`src/rtl/system_mode_controller.sv`:
```
// system_mode_controller: sequences LOAD/RUN/DUMP commands into system memory mode strobes
// and frames the memory's serial output into a valid-qualified stream.
module system_mode_controller #(
  parameter int DATA_SIZE = 64,
  parameter int GEN_WIDTH = 16
) (
  input  logic                 CLK,
  input  logic                 RESET_N,
  input  logic                 CMD_VALID,
  output logic                 CMD_READY,
  input  logic [1:0]           CMD_OP,
  input  logic [GEN_WIDTH-1:0] CMD_GENS,
  input  logic                 EXT_BIT_IN,
  input  logic                 EXT_BIT_VALID,
  output logic                 EXT_BIT_READY,
  output logic                 EXT_OUT_BIT,
  output logic                 EXT_OUT_VALID,
  input  logic                 MEM_SERIAL_OUT,
  output logic                 SERIAL_IN,
  output logic                 LOAD_MODE,
  output logic                 RUN_MODE,
  output logic                 OUTPUT_MODE,
  output logic                 BUSY,
  output logic                 DONE
);
  localparam int CW = $clog2(DATA_SIZE + 1);
  localparam logic [CW-1:0] LAST = CW'(DATA_SIZE - 1);
  typedef enum logic [2:0] {IDLE, LOAD, RUN, DUMP, DRAIN} state_t;
  state_t state;
  logic [CW-1:0] bitcnt;
  logic [GEN_WIDTH-1:0] gencnt;
  logic accept;
  assign CMD_READY     = state == IDLE;
  assign BUSY          = ~CMD_READY;
  assign accept        = CMD_VALID & CMD_READY;
  assign EXT_BIT_READY = state == LOAD;
  assign LOAD_MODE     = (state == LOAD) & EXT_BIT_VALID;
  assign RUN_MODE      = state == RUN;
  assign OUTPUT_MODE   = state == DUMP;
  assign SERIAL_IN     = EXT_BIT_IN;
  assign EXT_OUT_BIT   = MEM_SERIAL_OUT;
  // Memory SERIAL_OUT is registered, so the stream lags OUTPUT_MODE by one cycle.
  always_ff @(posedge CLK or negedge RESET_N) begin
    if (!RESET_N) begin
      state         <= IDLE;
      bitcnt        <= '0;
      gencnt        <= '0;
      EXT_OUT_VALID <= 1'b0;
      DONE          <= 1'b0;
    end else begin
      EXT_OUT_VALID <= OUTPUT_MODE;
      DONE          <= 1'b0;
      case (state)
        IDLE: if (accept) begin
          bitcnt <= '0;
          case (CMD_OP)
            2'b01: state <= LOAD;
            2'b10: if (CMD_GENS == '0) DONE <= 1'b1;
                   else begin
                     state  <= RUN;
                     gencnt <= CMD_GENS;
                   end
            2'b11: state <= DUMP;
            default: DONE <= 1'b1;
          endcase
        end
        LOAD: if (EXT_BIT_VALID) begin
          bitcnt <= bitcnt + 1'b1;
          if (bitcnt == LAST) begin
            state <= IDLE;
            DONE  <= 1'b1;
          end
        end
        RUN: begin
          gencnt <= gencnt - 1'b1;
          if (gencnt == GEN_WIDTH'(1)) begin
            state <= IDLE;
            DONE  <= 1'b1;
          end
        end
        DUMP: begin
          bitcnt <= bitcnt + 1'b1;
          if (bitcnt == LAST) state <= DRAIN;
        end
        DRAIN: begin
          state <= IDLE;
          DONE  <= 1'b1;
        end
        default: state <= IDLE;
      endcase
    end
  end
endmodule

```
`config.mk`:
```
export PLATFORM = sky130hd
export DESIGN_NAME = system_mode_controller
export DESIGN_NICKNAME = d
export VERILOG_FILES = /design/src/rtl/system_mode_controller.sv
export SDC_FILE = /design/constraint.sdc
export NUM_CORES = 1
export LEC_CHECK = 0
export ABC_AREA = 1
export CAP_MARGIN = 20
export CORE_ASPECT_RATIO = 1.25
export CORE_MARGIN = 1
export CORE_UTILIZATION = 56
export DETAILED_ROUTE_END_ITERATION = 7
export DONT_BUFFER_PORTS = 1
export PLACE_DENSITY = 0.8
export SETUP_SLACK_MARGIN = 0.2
export SYNTH_ARGS = -nofsm -noshare
export SYNTH_HDL_FRONTEND = slang
export SYNTH_SLANG_ARGS = --single-unit
```
`constraint.sdc`:
```
create_clock -name CLK -period 2.1 [get_ports CLK]
set_input_delay 0 -clock CLK [delete_from_list [all_inputs] [get_ports CLK]]
set_output_delay 0 -clock CLK [all_outputs]
set_load 0.05 [all_outputs]
```
# Word-level counts from Yosys, hierarchy flattened
# Index checks and enable logic that the tools add are counted.
[word_totals]
ff_bits = 28
inputBits = 24
[op_classes]
n_addsub = 2
n_eq_ne = 18
n_mux = 22
bitwise_logic = 3
reduce_logical = 8
[ops]
columns = ["cell", "count"]
rows = [
  ["2-to-1 mux 16 bit", 3],
  ["case mux 16 bit (2 select lines)", 1],
  ["case mux 7 bit (3 select lines)", 1],
  ["2-to-1 mux 3 bit", 6],
  ["== test 16 x 1 -> 1 bit (second input constant)", 1],
  ["zero test 16 bit", 1],
  ["subtractor 16 x 1 -> 16 bit (second input constant)", 1],
  ["2-to-1 mux 7 bit", 2],
  ["case mux 3 bit (4 select lines)", 1],
  ["inequality test 2 x 1 -> 1 bit (second input constant)", 5],
  ["case mux 3 bit (3 select lines)", 1],
  ["adder 7 x 1 -> 7 bit (second input constant)", 1],
  ["== test 7 x 6 -> 1 bit (second input constant)", 1],
  ["AND reduction 7 bit", 1],
  ["== test 3 x 2 -> 1 bit (second input constant)", 2],
  ["2-to-1 mux 1 bit", 5],
  ["== test 2 bit (second input constant)", 2],
  ["inequality test 2 bit (second input constant)", 2],
  ["inequality test 4 x 1 -> 1 bit (second input constant)", 1],
  ["case mux 1 bit (4 select lines)", 1],
  ["AND reduction 4 bit", 1],
  ["== test 3 x 1 -> 1 bit (second input constant)", 1],
  ["== test 3 bit (second input constant)", 1],
  ["zero test 3 bit", 1],
  ["9 further kinds", 10],
]

# Depth between registers and ports, before layout
# Gate-level depths: netlist (run 1).
[logic_depth]
ltp_word = 5
ltp_mapped = 11
ltp_nobuf = 11

# Worst setup path after synthesis (run 1)
# OpenSTA, ideal clock, no wires.
[synth_timing]
kind = "reg2reg"
startpoint = "register state[2]"
endpoint = "register DONE"
arrival_ns = 1.941
setup_slack_ns = 0.086
stages_incl_launch_ff = 6
cell_sequence = "dfrtp_1 > inv_2 > nand2_4 > nor3_1 > nand2_1 > nand4_1"
[synth_via]
elab_chain_len = 4
elab_cells_between_ends = 7
cone_classes = "eq/ne (3); mux (2); bitwise (1); reduce/logical (1)"
[synth_lines]
columns = ["element", "line_no", "rtl"]
rows = [
  ["from (decl)", "29", "state_t state;"],
  ["from (signal assigned)", "45", "state <= IDLE;"],
  ["from (signal assigned)", "57", "2'b01: state <= LOAD;"],
  ["from (signal assigned)", "60", "state <= RUN;"],
  ["zero test 3 bit", "33, 53", ""],
  ["AND 1 bit", "35", "assign accept = CMD_VALID & CMD_READY;"],
  ["2-to-1 mux 1 bit", "54", "IDLE: if (accept) begin"],
  ["case mux 1 bit (4 select lines) *", "53", "case (state)"],
  ["to (signal assigned)", "52", "DONE <= 1'b0;"],
  ["to (signal assigned)", "58", "2'b10: if (CMD_GENS == '0) DONE <= 1'b1;"],
  ["to (signal assigned)", "64", "default: DONE <= 1'b1;"],
  ["to (decl)", "24", "output logic DONE"],
]
# Every way passes the cells marked *; elsewhere a longest branch is shown, timed or not.
# A chain may end at the register's enable or synchronous reset.

# Final worst setup path (run 1)
[layout_timing]
startpoint = "register state[0]"
endpoint = "register DONE"
# Same word-level chain as after synthesis.

==> results of run 1 <==
-- cells in the final DEF, fill, tap and decap left out, types with 3 or more instances in the layout --
cell type      synthesis  layout
a21oi_1                3       3
buf_4                  4       7
clkbuf_8               0       3
dfrtp_1               28      26
dlygate4sd3_1          0      19
ha_1                   3       3
inv_1                 34      34
inv_2                  5       4
nand2_1              127     127
nand3_1               29      29
nand4_1                5       5
nor2_1                43      41
nor2_2                 1       3
o21ai_0               17      17
-- worst min path at each step --
stage | startpoint | to | slack [ns] | cells past startpoint
6_report | CMD_OP[0] | state[1] | -0.0006 | 4
5_1_grt | EXT_BIT_IN | SERIAL_IN | 0.0003 | 0
4_1_cts | MEM_SERIAL_OUT | EXT_OUT_BIT | 0.0004 | 0
3_5_place_dp | RESET_N | gencnt[7] | -0.29 | 0
3_3_place_gp | RESET_N | gencnt[7] | -0.29 | 0
2_1_floorplan | RESET_N | DONE | -0.30 | 0
-- registers in the layout, indices dropped and copies added (netlist names) --
name	cells
gencnt	16
EXT_OUT_VALID	1
bitcnt	7
state	3
DONE	1
-- what timing repair did --
item	4_1_cts	5_1_grt
hold buffers	20	0
setup endpoints to repair	0	2
endpoints found under the hold margin	48	0
setup buffers	0	1
resized for setup	0	3
-- synth_stat cells, types with 2 or more instances --
| master | count | area share, % |
|---|---|---|
| ha_1 | 3 | 1.8 |
| o31ai_1 | 2 | 0.72 |
| buf_6 | 2 | 1.1 |
| nand3_2 | 2 | 0.96 |
| o21ai_2 | 2 | 0.84 |
| buf_4 | 4 | 1.4 |
| nand2_4 | 2 | 1.1 |
| nand2_1 | 127 | 23 |
| inv_2 | 5 | 0.90 |
| nor3_1 | 2 | 0.48 |
| o21ai_1 | 2 | 0.48 |
| dfrtp_1 | 28 | 34 |
| nand3_1 | 29 | 7.0 |
| inv_1 | 34 | 6.1 |
| nor2_1 | 43 | 7.8 |
| a21oi_1 | 3 | 0.72 |
| o21ai_0 | 17 | 4.1 |
| nand4_1 | 5 | 1.5 |
-- power breakdown --
group / internal (mW) / leakage, nW / total (mW) / switching (mW)
Clock: 0.136 / 0.0228 / 0.313 / 0.177
Combinational: 0.0297 / 0.883 / 0.0537 / 0.0240
Sequential: 0.539 / 0.343 / 0.539 / 0
Total: 0.705 / 1.25 / 0.906 / 0.201
-- cell families after synthesis --
group,count (synthesis),synth area share [%]
fa+ha+maj,3,1.807
compound gates,27,7.229
simple gates,217,46.27
flops,28,33.73
xor+xnor,2,0.8435
buf+inv,47,10.12
-- per-stage QoR --
| stage | setup WS, ns | util [%] |
|---|---|---|
| 6_report | 0.3012 | 68.06 |
| 5_1_grt | 0.2138 | 68.06 |
| 4_1_cts | 0.2688 | 67.66 |
| 3_5_place_dp | 0.4852 | 60.40 |
| 3_3_place_gp | 0.5368 | 60.40 |
| 2_1_floorplan | 0.2142 | - |
-- routing by layer --
layer	track usage, %	routed length [um]	vias up
met2	47.58	2453	48
li1	-	-	1063
met4	10.03	86	0
met3	5.185	221	12
met1	31.94	2038	912
met5	0	0	-
-- critical path: stages, from the launching register on --
cell	delay, ns
dfrtp_2	0.48
nor3_4	0.26
inv_4	0.14
nor2_2	0.13
nand3_1	0.09
dlygate4sd3_1	0.56
nand4_1	0.08
-- layout make-up --
class	instances	area (sq um)	area share, %
clock buffer	4	45.04	1.884
inverter	40	155.1	6.489
multi-input combinational	249	1176	49.19
sequential	28	703.2	29.41
tap	39	48.80	2.041
timing repair buffer	27	262.8	10.99
==> parameters.txt, run 1 <==
Parameter                              Value

Final layout
  Number of filler cells placed in the layout    313
  Total non-filler cell area in the finished layout    2391 sq um
  Count of non-filler cells in the finished layout    387
  Antenna cell count    0
  Area growth from synthesis to layout    15.12%
  Layout cell share with drive strength beyond 1    9.770%
  Final #Nets    376

Job
  Max-Cap Viols    0

GRT
  Number of global-route vias before repair    1988
  First-pass GRT wire length    8466 um
  Pin count of the biggest net entering global routing    29
  Overall routing resource usage    26.98%
  Number of antenna violations at the first check in global routing    0
  Overflow left after global routing    0

Critical path
  Worst reg-to-reg setup slack    0.30 ns
  Data required time of the critical path    2.32 ns
  Data arrival time of the critical path    2.02 ns
  Critical path startpoint    state[0]
  Critical R2R Launch    state[0]
  Startpoint type of the worst setup path    flop
  CP Class    flop to flop
  Timing endpoint of the critical path    DONE
  Max Fanout on Critical Path    5
  FF-to-FF path depth    6
  Reg-to-reg endpoint    DONE
  Critical path capture point type    flop

Power
  Max VDD drop    0.0004199 V
  Post-route total power    905.8 uW
  Lkg Pwr    1.249 nW
  PD cells    378.8 nW/um^2

STA
  Final worst path period share    85.66%
  Setup repair after global routing missed its margin    no
  Final period demand of the worst path    1.799 ns
  Fin. Hold Viols    1
  Max Clock Freq    555.9 MHz
  Minimum hold slack    -0.0005697 ns
  Post-Route Setup TNS    0 ns
  Pin slew with the least headroom to its limit    0.4410 ns
  Headroom to the max-slew limit    70.62%
  Max Transition Viols Final    0
  Clock skew    0.009261 ns
  Final-report setup violation count    0

Drt
  Initial detailed-routing violation count    108
  Final antenna-violating net count    0
  Post-route DRC    0
  Vias per Instance    5.258
  Routed length per instance    12.40 um
  Drt pass-1 iters    4
  Overall routed net length    4800 um
  Total number of vias    2035

Floorplanning
  Num rows    24
  Overall die area    3958 sq um
  Ports placed on the boundary    34
  Effective utilization at floorplan    59.12%
  Core Region    3513 sq um
  X dimension of the die    56.47 um
  Die extent in y    70.09 um

Logic synthesis
  Synth Net Count    351
  Number of instances in the synthesized netlist    324
  Number of warning messages in the yosys log    0
  Mean cell area of the mapped netlist    6.410 sq um
  Total of flip-flops plus latches after synthesis    28
  Number of flops mapped to enable cells by yosys    0
  Top FF cell, synth    dfrtp_1
  Async set-or-reset flop fraction in the synthesized netlist    100.0%
  Count of distinct cell types in the synthesized netlist    30
  Area of the mapped netlist    2077 sq um
  Share of synthesized area occupied by flip-flops and latches    33.73%

Placement
  Instance count after placement with tap cells included    362
  Post-Place Cell Area    2122 sq um
  PortBufs    0
  Routability congestion estimate    0.8292
  Post-DP HPWL    3366 um

Clocking
  Number of CTS-inserted buffers    3
  Number of levels in the clock H-tree    1
  Clock tree from TritonCTS    done
  Cell chosen for the clock root    clkbuf_8
  Number of buffers between clock root and the deepest sink    2
  CTS clock-pin slew for the worst setup and hold paths    0.10 ns
  Number of clock sinks    28
  Clock latency at the later pin of the worst-skew pair    0.28 ns

Hold path
  Tightest Hold Check Type    input pin to flop

Run status
  Result of the run    finished with violations
  Failing checks    negative hold slack
No activity file was read; power rests on OpenSTA's default activity.
==> run 2: changes to the inputs <==
Clock period 2.1 ns to 2.3 ns, I/O delays scaled along.
==> run 2 against run 1 <==
The flow now finishes without violations; global-route usage about the same; sequential cell count stayed put; combinational power fell by 9.9%; worst hold slack improved by 0.00068 ns; total power fell by 5.4%; critical path type unchanged; critical endpoint unchanged.
==> parameters.txt, run 2 (synthesis results as in run 1) <==
Parameter                              Value

Run status
  Result of the run    complete, no violations

STA
  Headroom to the max-slew limit    70.44%
  Final-report setup violation count    0
  Setup repair after global routing missed its margin    no
  Fin. Hold Viols    0
  Post-Route Setup TNS    0 ns
  Clock skew    0.006844 ns
  Max Clock Freq    519.5 MHz
  Final worst path period share    83.69%
  Pin slew with the least headroom to its limit    0.4437 ns
  Max Transition Viols Final    0
  Final period demand of the worst path    1.925 ns
  Minimum hold slack    0.0001085 ns

Drt
  Vias per Instance    5.334
  Initial detailed-routing violation count    109
  Total number of vias    2059
  Overall routed net length    4854 um
  Post-route DRC    0
  Final antenna-violating net count    0
  Drt pass-1 iters    4
  Routed length per instance    12.58 um

Clocking
  Number of clock sinks    28
  Number of buffers between clock root and the deepest sink    2
  Clock tree from TritonCTS    done
  Number of gates given a new drive strength after cts    0
  Clock latency at the later pin of the worst-skew pair    0.28 ns
  Number of CTS-inserted buffers    3
  CTS clock-pin slew for the worst setup and hold paths    0.10 ns
  Number of levels in the clock H-tree    1
  Cell chosen for the clock root    clkbuf_8

Critical path
  Critical path startpoint    state[0]
  Critical path capture point type    flop
  Critical R2R Launch    state[0]
  Data required time of the critical path    2.52 ns
  Data arrival time of the critical path    2.15 ns
  Crit path max-delay cell type    dlygate4sd3_1
  CP Cell Sequence    nor3_4, inv_2, nor2_1, nand3_1, dlygate4sd3_1, nand4_1
  CP Class    flop to flop
  Worst reg-to-reg setup slack    0.38 ns
  Reg-to-reg endpoint    DONE
  FF-to-FF path depth    6
  Startpoint type of the worst setup path    flop
  Biggest cell delay along the critical path    0.56 ns
  Timing endpoint of the critical path    DONE
  Max Fanout on Critical Path    5

Placement
  PortBufs    0
  Instance count after placement with tap cells included    362
  Post-DP HPWL    3497 um
  Routability congestion estimate    0.8223

GRT
  GR Util met3    3.148%
  Overflow left after global routing    0
  Busiest metal layer after global routing    met2
  Number of global-route vias before repair    2033
  Met2 Resource Use GR    50.59%
  Global Route met1 Usage    30.48%
  Overall routing resource usage    26.97%
  First-pass GRT wire length    8459 um
  Pin count of the biggest net entering global routing    29
  Number of antenna violations at the first check in global routing    0

Final layout
  Antenna cell count    0
  Max FFs per register    16
  Most frequent cells in the layout    127 x nand2_1, 43 x nor2_1, 34 x inv_1, 29 x nand3_1, 28 x dfrtp_1
  Layout cell share with drive strength beyond 1    8.646%
  Largest Register    gencnt
  Area growth from synthesis to layout    14.76%
  Multi-input gate area in the final layout    1171 sq um
  Number of filler cells placed in the layout    307
  Count of non-filler cells in the finished layout    386
  Final #Nets    375
  Area taken by flip-flops and latches    700.7 sq um
  Most common library cell in the layout ignoring fill and taps    nand2_1
  Finished Core Util    67.84%
  Biggest registers after layout    gencnt (16), bitcnt (7), state (3)

Power
  Post-route total power    856.9 uW
  PD cells    359.5 nW/um^2
  Lkg Pwr    1.251 nW
  Max VDD drop    0.0002847 V

Floorplanning
  Die extent in y    70.09 um
  X dimension of the die    56.47 um
  Ports placed on the boundary    34
  Num rows    24
  Effective utilization at floorplan    59.12%
  Overall die area    3958 sq um
  Core Region    3513 sq um

Job
  Max-Cap Viols    0

Hold path
  Tightest Hold Check Type    input pin to primary output
## run 2: report_power, final
group	switching (mW)	internal [mW]
clock	0.163	0.154
sequential	0	0.492
combinational	0.0212	0.0272
total	0.184	0.673
## run 2: worst min-delay path by stage
stage	to	depth (start not counted)	from	slack, ns
floorplan	DONE	0	RESET_N	-0.30
global placement	gencnt[7]	0	RESET_N	-0.29
detailed placement	gencnt[7]	0	RESET_N	-0.29
CTS	EXT_OUT_BIT	0	MEM_SERIAL_OUT	0.0003
global route	SERIAL_IN	0	EXT_BIT_IN	0.0003
finish	EXT_OUT_BIT	0	MEM_SERIAL_OUT	0.0001
## run 2: metrics by stage
stage                     worst slack, ns  instance area, sq um
after floorplan                    0.2855                  2077
after global placement             0.6303                  2118
after detailed placement           0.6122                  2118
after CTS                          0.3825                  2384
after global routing               0.2301                  2384
final                              0.3752                  2384
## run 2: area by class of cell
class                   count  share of cell area (%)
repair buffers             26                   10.71
multi-input cells         249                   49.13
flip-flops and latches     28                   29.40
well taps                  39                   2.047
inverters                  40                   6.404
clock buffers               4                   2.310
## run 2: per-layer routing
metal	wire length (um)	part of all wire, %
met1	1886	39
met2	2662	55
met3	197	4.1
met4	108	2.2
met5	0	0
## run 2: repair_timing
| item | in CTS | in global routing |
|---|---|---|
| hold endpoints to repair | 45 | 0 |
| hold buffers | 20 | 0 |
| buffers inserted | 0 | 0 |
## run 2: worst max-delay path, delay by kind of cell, from the launching register on
family / cells / cell delay [ns]
buf+inv: 2 / 0.75
flops: 1 / 0.49
simple gates: 4 / 0.61
==> run 3: changes to the inputs <==
Settings changed: PLACE_DENSITY 0.8 to 0.83.
Clock period 2.3 ns to 1.6 ns, I/O delays scaled along.
==> run 3 against run 2 <==
Register-to-register slack got worse by 0.32 ns; critical path depth up 2; sequential power up 44%; cell count rose by 7.3%; die area did not move; cell area grew 18%; first-iteration DRC count up 57%; critical path type unchanged; largest cell class unchanged; largest power group unchanged.
==> parameters.txt, run 3 (synthesis results as in run 1) <==
Parameter                              Value

Power
  Fraction of power consumed by sequential logic    51.9%
  PD cells    482.9 nW/um^2
  Fraction of power consumed by combinational cells    5.4%
  Max VDD drop    0.0005671 V
  P_int    1.084 mW
  Switching fraction of total power    20.45%
  Lkg Pwr    1.414 nW
  Share of total power in the clock network    42.7%
  Net switching component of the power    278.7 uW

Job
  Max-Cap Viols    0

GRT
  First-pass GRT wire length    8618 um
  Number of antenna violations at the first check in global routing    0
  Number of global-route vias before repair    2110
  Pin count of the biggest net entering global routing    29
  Overall routing resource usage    27.44%
  Overflow left after global routing    0

Final layout
  Total non-filler cell area in the finished layout    2821 sq um
  Finished Core Util    80.31%
  Multi-input gate area in the final layout    1316 sq um
  Number of filler cells placed in the layout    211
  Biggest registers after layout    gencnt (16), bitcnt (7), state (3)
  Area growth from synthesis to layout    35.84%
  Layout cell share with drive strength beyond 1    25.87%
  Final #Nets    403
  Max FFs per register    16
  Antenna cell count    0
  Most frequent cells in the layout    118 x nand2_1, 31 x nor2_1, 30 x inv_1, 26 x buf_4, 25 x nand3_1
  Area taken by flip-flops and latches    705.7 sq um
  Largest Register    gencnt
  Most common library cell in the layout ignoring fill and taps    nand2_1
  Count of non-filler cells in the finished layout    414

Clocking
  Cell chosen for the clock root    clkbuf_8
  Clock latency at the later pin of the worst-skew pair    0.29 ns
  CTS clock-pin slew for the worst setup and hold paths    0.10 ns
  Number of CTS-inserted buffers    3
  Clock tree from TritonCTS    done
  Number of clock sinks    28
  Number of levels in the clock H-tree    1
  Number of buffers between clock root and the deepest sink    2

Floorplanning
  Num rows    24
  Effective utilization at floorplan    59.12%
  X dimension of the die    56.47 um
  Core Region    3513 sq um
  Die extent in y    70.09 um
  Ports placed on the boundary    34
  Overall die area    3958 sq um

Placement
  Instance count after placement with tap cells included    368
  Routability congestion estimate    0.8484
  PortBufs    0
  Post-Place Cell Area    2170 sq um
  Post-DP HPWL    3519 um

Drt
  Highest routed metal layer    met4
  Met2 wire len    3301 um
  Routed length per instance    14.73 um
  Post-route DRC    0
  Met3 wire length    264 um
  Sum of routed wire segments on met1    2350 um
  Vias per Instance    5.531
  Drt pass-1 iters    5
  Initial detailed-routing violation count    171
  Total number of vias    2290
  Overall routed net length    6098 um
  Final antenna-violating net count    0

STA
  Headroom to the max-slew limit    70.42%
  Max Clock Freq    645.5 MHz
  Setup repair after global routing missed its margin    yes
  Clock skew    0.005845 ns
  Final-report setup violation count    0
  Final period demand of the worst path    1.549 ns
  Fin. Hold Viols    0
  Pin slew with the least headroom to its limit    0.4440 ns
  Final worst path period share    96.83%
  Minimum hold slack    0.0004170 ns
  Max Transition Viols Final    0

Hold path
  Tightest Hold Check Type    input pin to primary output

Critical path
  Max Fanout on Critical Path    3
  Crit path max-delay cell type    dfrtp_1
  CP Class    flop to flop
  Biggest cell delay along the critical path    0.38 ns
  Startpoint type of the worst setup path    flop
  Critical path capture point type    flop
  CP Cell Sequence    ha_1, nand3_2, nor2_2, nor2_1, nor2_2, nand3_1, nand2_1, nand2_1
  Data arrival time of the critical path    1.72 ns
  Data required time of the critical path    1.77 ns

Run status
  Result of the run    complete, no violations
-- run 3: critical path, delay by kind of cell (launching register included) --
family	cells	cell delay, ns
and+or+nand+nor	7	0.82
DFF	1	0.38
adders and majority gates	1	0.22
-- run 3: layout make-up --
type                       count  share of cell area [%]
timing repair buffer          54                   18.14
clock inverter                 1                   1.064
clock buffer                   3                   1.463
sequential                    28                   25.01
tap                           39                   1.729
inverter                      40                   5.942
multi-input combinational    249                   46.65
-- run 3: power groups by stage --
stage / clock (mW) / combinational (mW) / sequential [mW]
floorplan: 0 / 0.0245 / 0.721
global placement: 0 / 0.0129 / 0.721
detailed placement: 0 / 0.0134 / 0.721
CTS: 0.579 / 0.0715 / 0.707
global route: 0.613 / 0.0805 / 0.707
finish: 0.582 / 0.0735 / 0.707
-- run 3: final timing paths --
path	cells after the start	endpoint	start	slack, ns
min reg2reg	2	gencnt[15]	gencnt[15]	0.52
max in group asynchronous	2	state[0]	RESET_N	1.28
min in group asynchronous	2	gencnt[5]	RESET_N	0.13
max	8	state[0]	bitcnt[0]	0.05
max reg2reg	8	state[0]	bitcnt[0]	0.05
min	0	SERIAL_IN	EXT_BIT_IN	0.0004
-- run 3: routing by layer --
layer	global-route usage [%]	vias up
met5	0	-
met4	10.03	0
met3	3.148	17
met2	50.85	83
met1	31.69	1078
li1	-	1112
-- run 3: through the flow --
step / TNS [ns] / setup slack, ns / power, mW
floorplan: -4.616 / -0.2858 / 0.7457
global placement: 0 / 0.1424 / 0.7342
detailed placement: -0.002073 / -0.002073 / 0.7346
CTS: 0 / 0.1592 / 1.358
global route: -0.02411 / -0.02411 / 1.401
finish: 0 / 0.05070 / 1.362
-- run 3: what timing repair did --
item	in CTS	in global routing
gates resized for setup	16	48
endpoints found under the hold margin	46	0
pin swaps	3	5
setup buffers	8	14
endpoints found under the setup margin	25	29
cloned	0	0
hold buffers	20	0
